**config.mk**
```make
export PLATFORM = sky130hd
export DESIGN_NAME = led_pattern_engine
export DESIGN_NICKNAME = d
export VERILOG_FILES = /design/src/rtl/led_pattern_engine.sv
export SDC_FILE = /design/constraint.sdc
export NUM_CORES = 1
export LEC_CHECK = 0
export ABC_AREA = 0
export CELL_PAD_IN_SITES_DETAIL_PLACEMENT = 1
export CELL_PAD_IN_SITES_GLOBAL_PLACEMENT = 1
export CORE_ASPECT_RATIO = 0.6
export CORE_MARGIN = 3
export CORE_UTILIZATION = 45
export DETAILED_ROUTE_END_ITERATION = 16
export GPL_ROUTABILITY_DRIVEN = 0
export PLACE_DENSITY = 0.88
export SLEW_MARGIN = 20
export SYNTH_ARGS = -nofsm -noshare
export SYNTH_HDL_FRONTEND = slang
export SYNTH_SLANG_ARGS = --single-unit
```
**constraint.sdc**
```tcl
create_clock -name clk -period 3.4 [get_ports clk]
set_input_delay 0.51 -clock clk [delete_from_list [all_inputs] [get_ports clk]]
set_output_delay 0.51 -clock clk [all_outputs]
set_load 0.02 [all_outputs]
```
**src/rtl/led_pattern_engine.sv**
```systemverilog
// Multi-mode LED pattern generator: bounce, rotate, fill/drain bar and blink,
// stepped by a power-of-two tick divider with run-time speed select.
module led_pattern_engine #(
   parameter int N_LEDS   = 10,
   parameter int DOT_W    = 1,
   parameter int BASE_DIV = 18,
   parameter int SPD_BITS = 2
) (
   input  logic                clk,
   input  logic                rst,
   input  logic                en,
   input  logic                dir,
   input  logic [1:0]          mode,
   input  logic [SPD_BITS-1:0] speed,
   output logic [N_LEDS-1:0]   leds,
   output logic                end_pulse
);

   localparam int DIV_W = BASE_DIV + 2**SPD_BITS - 1;
   localparam int POS_W = $clog2(N_LEDS + 1);
   localparam logic [POS_W-1:0] ROT_LAST   = POS_W'(N_LEDS - 1);
   localparam logic [POS_W-1:0] BOUNCE_MAX = POS_W'(N_LEDS - DOT_W);
   localparam logic [POS_W-1:0] FILL_MAX   = POS_W'(N_LEDS);

   typedef enum logic [1:0] {BOUNCE = 2'd0, ROTATE = 2'd1, FILL = 2'd2, BLINK = 2'd3} mode_t;

   logic [DIV_W-1:0]    r_div;
   logic [POS_W-1:0]    r_pos;
   logic                r_up;
   logic                r_side;
   mode_t               r_mode;
   logic [SPD_BITS-1:0] r_speed;
   logic                r_endEv;

   logic [DIV_W-1:0]    w_divLast;
   logic                w_tick;
   logic                w_change;
   logic [POS_W-1:0]    w_posMax;
   logic [POS_W-1:0]    w_posNext;
   logic                w_upNext;
   logic                w_endNext;
   logic [2*N_LEDS-1:0] w_shifted;
   logic [N_LEDS-1:0]   w_lowMask;
   logic [N_LEDS-1:0]   w_highMask;
   logic [N_LEDS-1:0]   w_decode;

   assign w_divLast = (DIV_W'(1) << (BASE_DIV + int'(r_speed))) - DIV_W'(1);
   assign w_tick    = en && (r_div == w_divLast);
   assign w_change  = (mode_t'(mode) != r_mode) || (speed != r_speed);

   // Next position on a tick; bounce and fill share the reverse-at-end rule.
   always_comb begin
      w_posNext = r_pos;
      w_upNext  = r_up;
      w_endNext = 1'b0;
      w_posMax  = (r_mode == FILL) ? FILL_MAX : BOUNCE_MAX;
      case (r_mode)
         BOUNCE, FILL: begin
            if (r_up) begin
               if (r_pos == w_posMax) begin
                  w_upNext  = 1'b0;
                  w_posNext = r_pos - POS_W'(1);
                  w_endNext = 1'b1;
               end else begin
                  w_posNext = r_pos + POS_W'(1);
               end
            end else begin
               if (r_pos == '0) begin
                  w_upNext  = 1'b1;
                  w_posNext = r_pos + POS_W'(1);
                  w_endNext = 1'b1;
               end else begin
                  w_posNext = r_pos - POS_W'(1);
               end
            end
         end
         ROTATE: begin
            if (r_up) begin
               if (r_pos == ROT_LAST) begin
                  w_posNext = '0;
                  w_endNext = 1'b1;
               end else begin
                  w_posNext = r_pos + POS_W'(1);
               end
            end else begin
               if (r_pos == '0) begin
                  w_posNext = ROT_LAST;
                  w_endNext = 1'b1;
               end else begin
                  w_posNext = r_pos - POS_W'(1);
               end
            end
         end
         BLINK: begin
            w_posNext = POS_W'(!r_pos[0]);
            w_endNext = !r_pos[0];
         end
         default: ;
      endcase
   end

   // Rotate folds the upper half of a double-width shift back onto bit0.
   always_comb begin
      w_shifted  = (2*N_LEDS)'((1 << DOT_W) - 1) << r_pos;
      w_lowMask  = (N_LEDS'(1) << r_pos) - N_LEDS'(1);
      w_highMask = ~((N_LEDS'(1) << (N_LEDS - int'(r_pos))) - N_LEDS'(1));
      w_decode   = '0;
      case (r_mode)
         BOUNCE:  w_decode = w_shifted[N_LEDS-1:0];
         ROTATE:  w_decode = w_shifted[N_LEDS-1:0] | w_shifted[2*N_LEDS-1:N_LEDS];
         FILL:    w_decode = r_side ? w_lowMask : w_highMask;
         BLINK:   w_decode = {N_LEDS{r_pos[0]}};
         default: w_decode = '0;
      endcase
   end

   // A mode/speed change restarts the pattern and swallows any coincident tick.
   always_ff @(posedge clk) begin
      if (rst) begin
         r_div     <= '0;
         r_pos     <= '0;
         r_up      <= (mode_t'(mode) == FILL) ? 1'b1 : dir;
         r_side    <= dir;
         r_mode    <= mode_t'(mode);
         r_speed   <= speed;
         r_endEv   <= 1'b0;
         leds      <= '0;
         end_pulse <= 1'b0;
      end else begin
         if (w_change) begin
            r_div   <= '0;
            r_pos   <= '0;
            r_up    <= (mode_t'(mode) == FILL) ? 1'b1 : dir;
            r_side  <= dir;
            r_mode  <= mode_t'(mode);
            r_speed <= speed;
            r_endEv <= 1'b0;
         end else if (w_tick) begin
            r_div   <= '0;
            r_pos   <= w_posNext;
            r_up    <= w_upNext;
            r_endEv <= w_endNext;
         end else if (en) begin
            r_div   <= r_div + DIV_W'(1);
            r_endEv <= 1'b0;
         end
         if (en) begin
            leds      <= w_decode;
            end_pulse <= r_endEv;
         end else begin
            end_pulse <= 1'b0;
         end
      end
   end

endmodule
```
==> run summary, run 1 <==
Status: finished, final reports clean
Register area share after synthesis: 29.7%
Critical path arrival: 3.21 ns
Root buf cell: clkbuf_16
Clk slew on worst S/H paths: 0.07 ns
DP Wirelength: 7.04 mm
Initial antenna violation count: 0
Vias: 3012
# hold bufs at CTS: 0
Cells after synthesis: 383
Worst setup SP type: register
Die span in x: 113 um
CTS sink count: 43
Ranking of synthesized cells by area: dfxtp_1 24%, nor2_1 5.9%, edfxtp_1 5.8%, xnor2_1 4.2%, ha_1 4.0%
Yosys top cell area share: 23.9%
Worst stage delay on the critical path: 0.54 ns
Synthesized area per cell: 8.09 um^2
Fillers: 798
Max VDD drop: 0.199 mV
Netlist cell types: 66
Max-Cap Viols: 0
Tightest Pin Transition: 0.690 ns
Ys Warns: 0
Total Routing Usage GR: 26.0%
CTS tree: done
Leak pwr: 0.00120 uW
Routed Antenna Nets: 0
Avg Vias per Cell: 6.30
Final Max Slew Viols: 0
Hold WS: 0.490 ns
GR Overflow Total: 0
Required @ worst endpoint: 3.56 ns
Period minus WS final: 3.06 ns
Crit-path cells: inv_1 -> ha_1 -> inv_1 -> nor2_1 -> nand2_1 -> ha_1 -> or3_1 -> a311oi_1 -> nor3_1
Routed wire length: 9.97 mm
Initial core utilization: 48.5%
Top cell family by delay on the critical path: simple AND/OR/NAND/NOR gates
Setup_tns: 0 ns
Post-synth EDFFs: 6
Full die area: 7950 um^2
Setup-failing EPs final: 0
Clk buf depth: 2
CTS Buf Count: 5
Core region area: 6390 um^2
Final Non-Filler Cells: 478
Vias in the first global route: 2989
Worst hold-check path type: register to register
Largest net degree at the start of global routing: 27
Port Buf Inserts: 18
Pwr dens: 337 nW/um^2
P&R area growth vs syn: 12.3%
Die Y-Extent: 70.3 um
Wire length of the first global-routing pass: 16.4 mm
Worst path bufs/invs: 2
Hold Fails Final Rpt: 0
Cell Area, Synth: 3100 um^2
Main synth FF type: dfxtp_1
Layout Nets: 411
Slowest CP cell: dfxtp_1
Top cell type by total area after synthesis: dfxtp_1
Rel. slew slack: 54.0%
Clk_skew: 0.00624 ns
Skew-Pair Late Insertion Delay: 0.29 ns
Post-Syn Nets: 401
Num rows: 22
Crit path max fanout: 11
1st-iter DRT viols: 236
Top-count cell post-synth: nor2_1
Cts repair resizes: 0
Final worst path period share: 89.9%
Drt wl/cell: 20.9 um
Fmax achieved: 327 MHz
DRT Pass-1 Iters: 5
Share of post-route cells with drive strength above 1: 7.87%
Ys async rst share: 0%
Setup Buffers After CTS: 0
Diode count: 0
Worst Setup End Kind: register
Seq cells post-synth: 43
Top post-synthesis cells by count: 49 x nor2_1, 37 x dfxtp_1, 26 x nand2_1
H-Tree Depth: 2
WS Path Type: register to register
RSZ-0062 raised after global routing: no
Residual DRC count: 0
Top Ports: 19
Design Power: 1170 uW
Placed cell count: 470
worst paths after layout:
| check | startpoint | end | slack [ns] | cells after the start |
|---|---|---|---|---|
| max | r_pos[0] | leds[2] | 0.34 | 9 |
| min | leds[8] | leds[8] | 0.49 | 2 |
| max reg2reg | r_pos[0] | leds[2] | 0.34 | 9 |
| min reg2reg | leds[8] | leds[8] | 0.49 | 2 |
area by class of cell:
cell class,count,area [um^2],share of cell area [%]
Multi-Input combinational cell,299,1990,57.1
Sequential cell,43,921,26.5
Timing Repair Buffer,29,263,7.55
Clock buffer,5,125,3.60
Tap cell,84,105,3.02
Inverter,15,56.3,1.62
Clock inverter,3,22.5,0.647
per-layer routing:
metal	part of all wire [%]	up-vias	GRT usage, %
met2	42	105	37.2
met5	0	-	0
li1	-	1412	-
met1	49	1487	39.1
met4	0.93	0	6.53
met3	7.8	8	5.71
worst register-to-register path, delay by kind of cell, from the launching register on:
family | cells | cell delay (ns)
AO/OA/AOI/OAI | 1 | 0.30
adder cells (fa/ha/maj) | 2 | 0.81
flip-flops | 1 | 0.54
AND/OR/NAND/NOR | 4 | 0.90
buffers and inverters | 2 | 0.38
per-stage QoR:
stage	setup WS [ns]	instance area [um^2]	utilization, %
finish	0.343	3480	54.5
global route	0.167	3480	54.5
CTS	0.403	3480	54.5
detailed placement	0.453	3330	52.2
global placement	0.702	3330	52.2
floorplan	0.840	3100	-
registers in the layout (all words and copies together), names as in the netlist, 2 cells and up:
| name | cells |
|---|---|
| r_speed | 2 |
| r_div | 21 |
| r_pos | 4 |
| r_mode | 2 |
| leds | 10 |
cell usage in the layout, fill, tap and decap left out, types with 3 or more instances in the layout:
cell type and count:
buf_4 11, nand4_1 9, edfxtp_1 6, o311ai_0 3, a21oi_1 13, o21ai_0 17
nor2_1 49, dfxtp_1 37, nand3b_1 3, clkdlybuf4s50_1 18, nor3_1 10, xor2_1 12
mux2i_1 7, a311oi_1 8, o32ai_1 4, and3_1 3, o211ai_1 4, nand2_1 26
nor2b_1 13, ha_1 10, xnor2_1 15, clkbuf_16 5, o21a_1 3, nor3b_1 5
nand2b_1 11, nand3_1 9, inv_1 15, a31oi_1 9, or3_1 5, a211oi_1 4
cell families (layout without fill, tap and decap cells):
kind of cell	count (synthesis)	in the layout	share of synthesized area, %
simple gates	161	161	27.8
compound gates	92	92	21.7
flops	43	43	29.7
buf+inv	41	52	6.14
xor+xnor	27	27	7.64
fa+ha+maj	10	10	4.04
mux	9	9	2.99
power by group:
part	switching, uW	leakage, uW	internal [uW]
registers	16.4	0.000363	529
logic	72.8	0.000770	51.2
clock network	228	0.0000708	276
Note: power is estimated with default switching activity, not from simulation.
==> inputs of run 2 (changes only) <==
--- a/config.mk
+++ b/config.mk
@@ -14,6 +14,7 @@
 export DETAILED_ROUTE_END_ITERATION = 16
 export GPL_ROUTABILITY_DRIVEN = 0
 export PLACE_DENSITY = 0.88
+export SETUP_SLACK_MARGIN = 0.05
 export SLEW_MARGIN = 20
 export SYNTH_ARGS = -nofsm -noshare
 export SYNTH_HDL_FRONTEND = slang
==> results of run 2 <==
Final layout, timing and power as in run 1 (identical DEF).
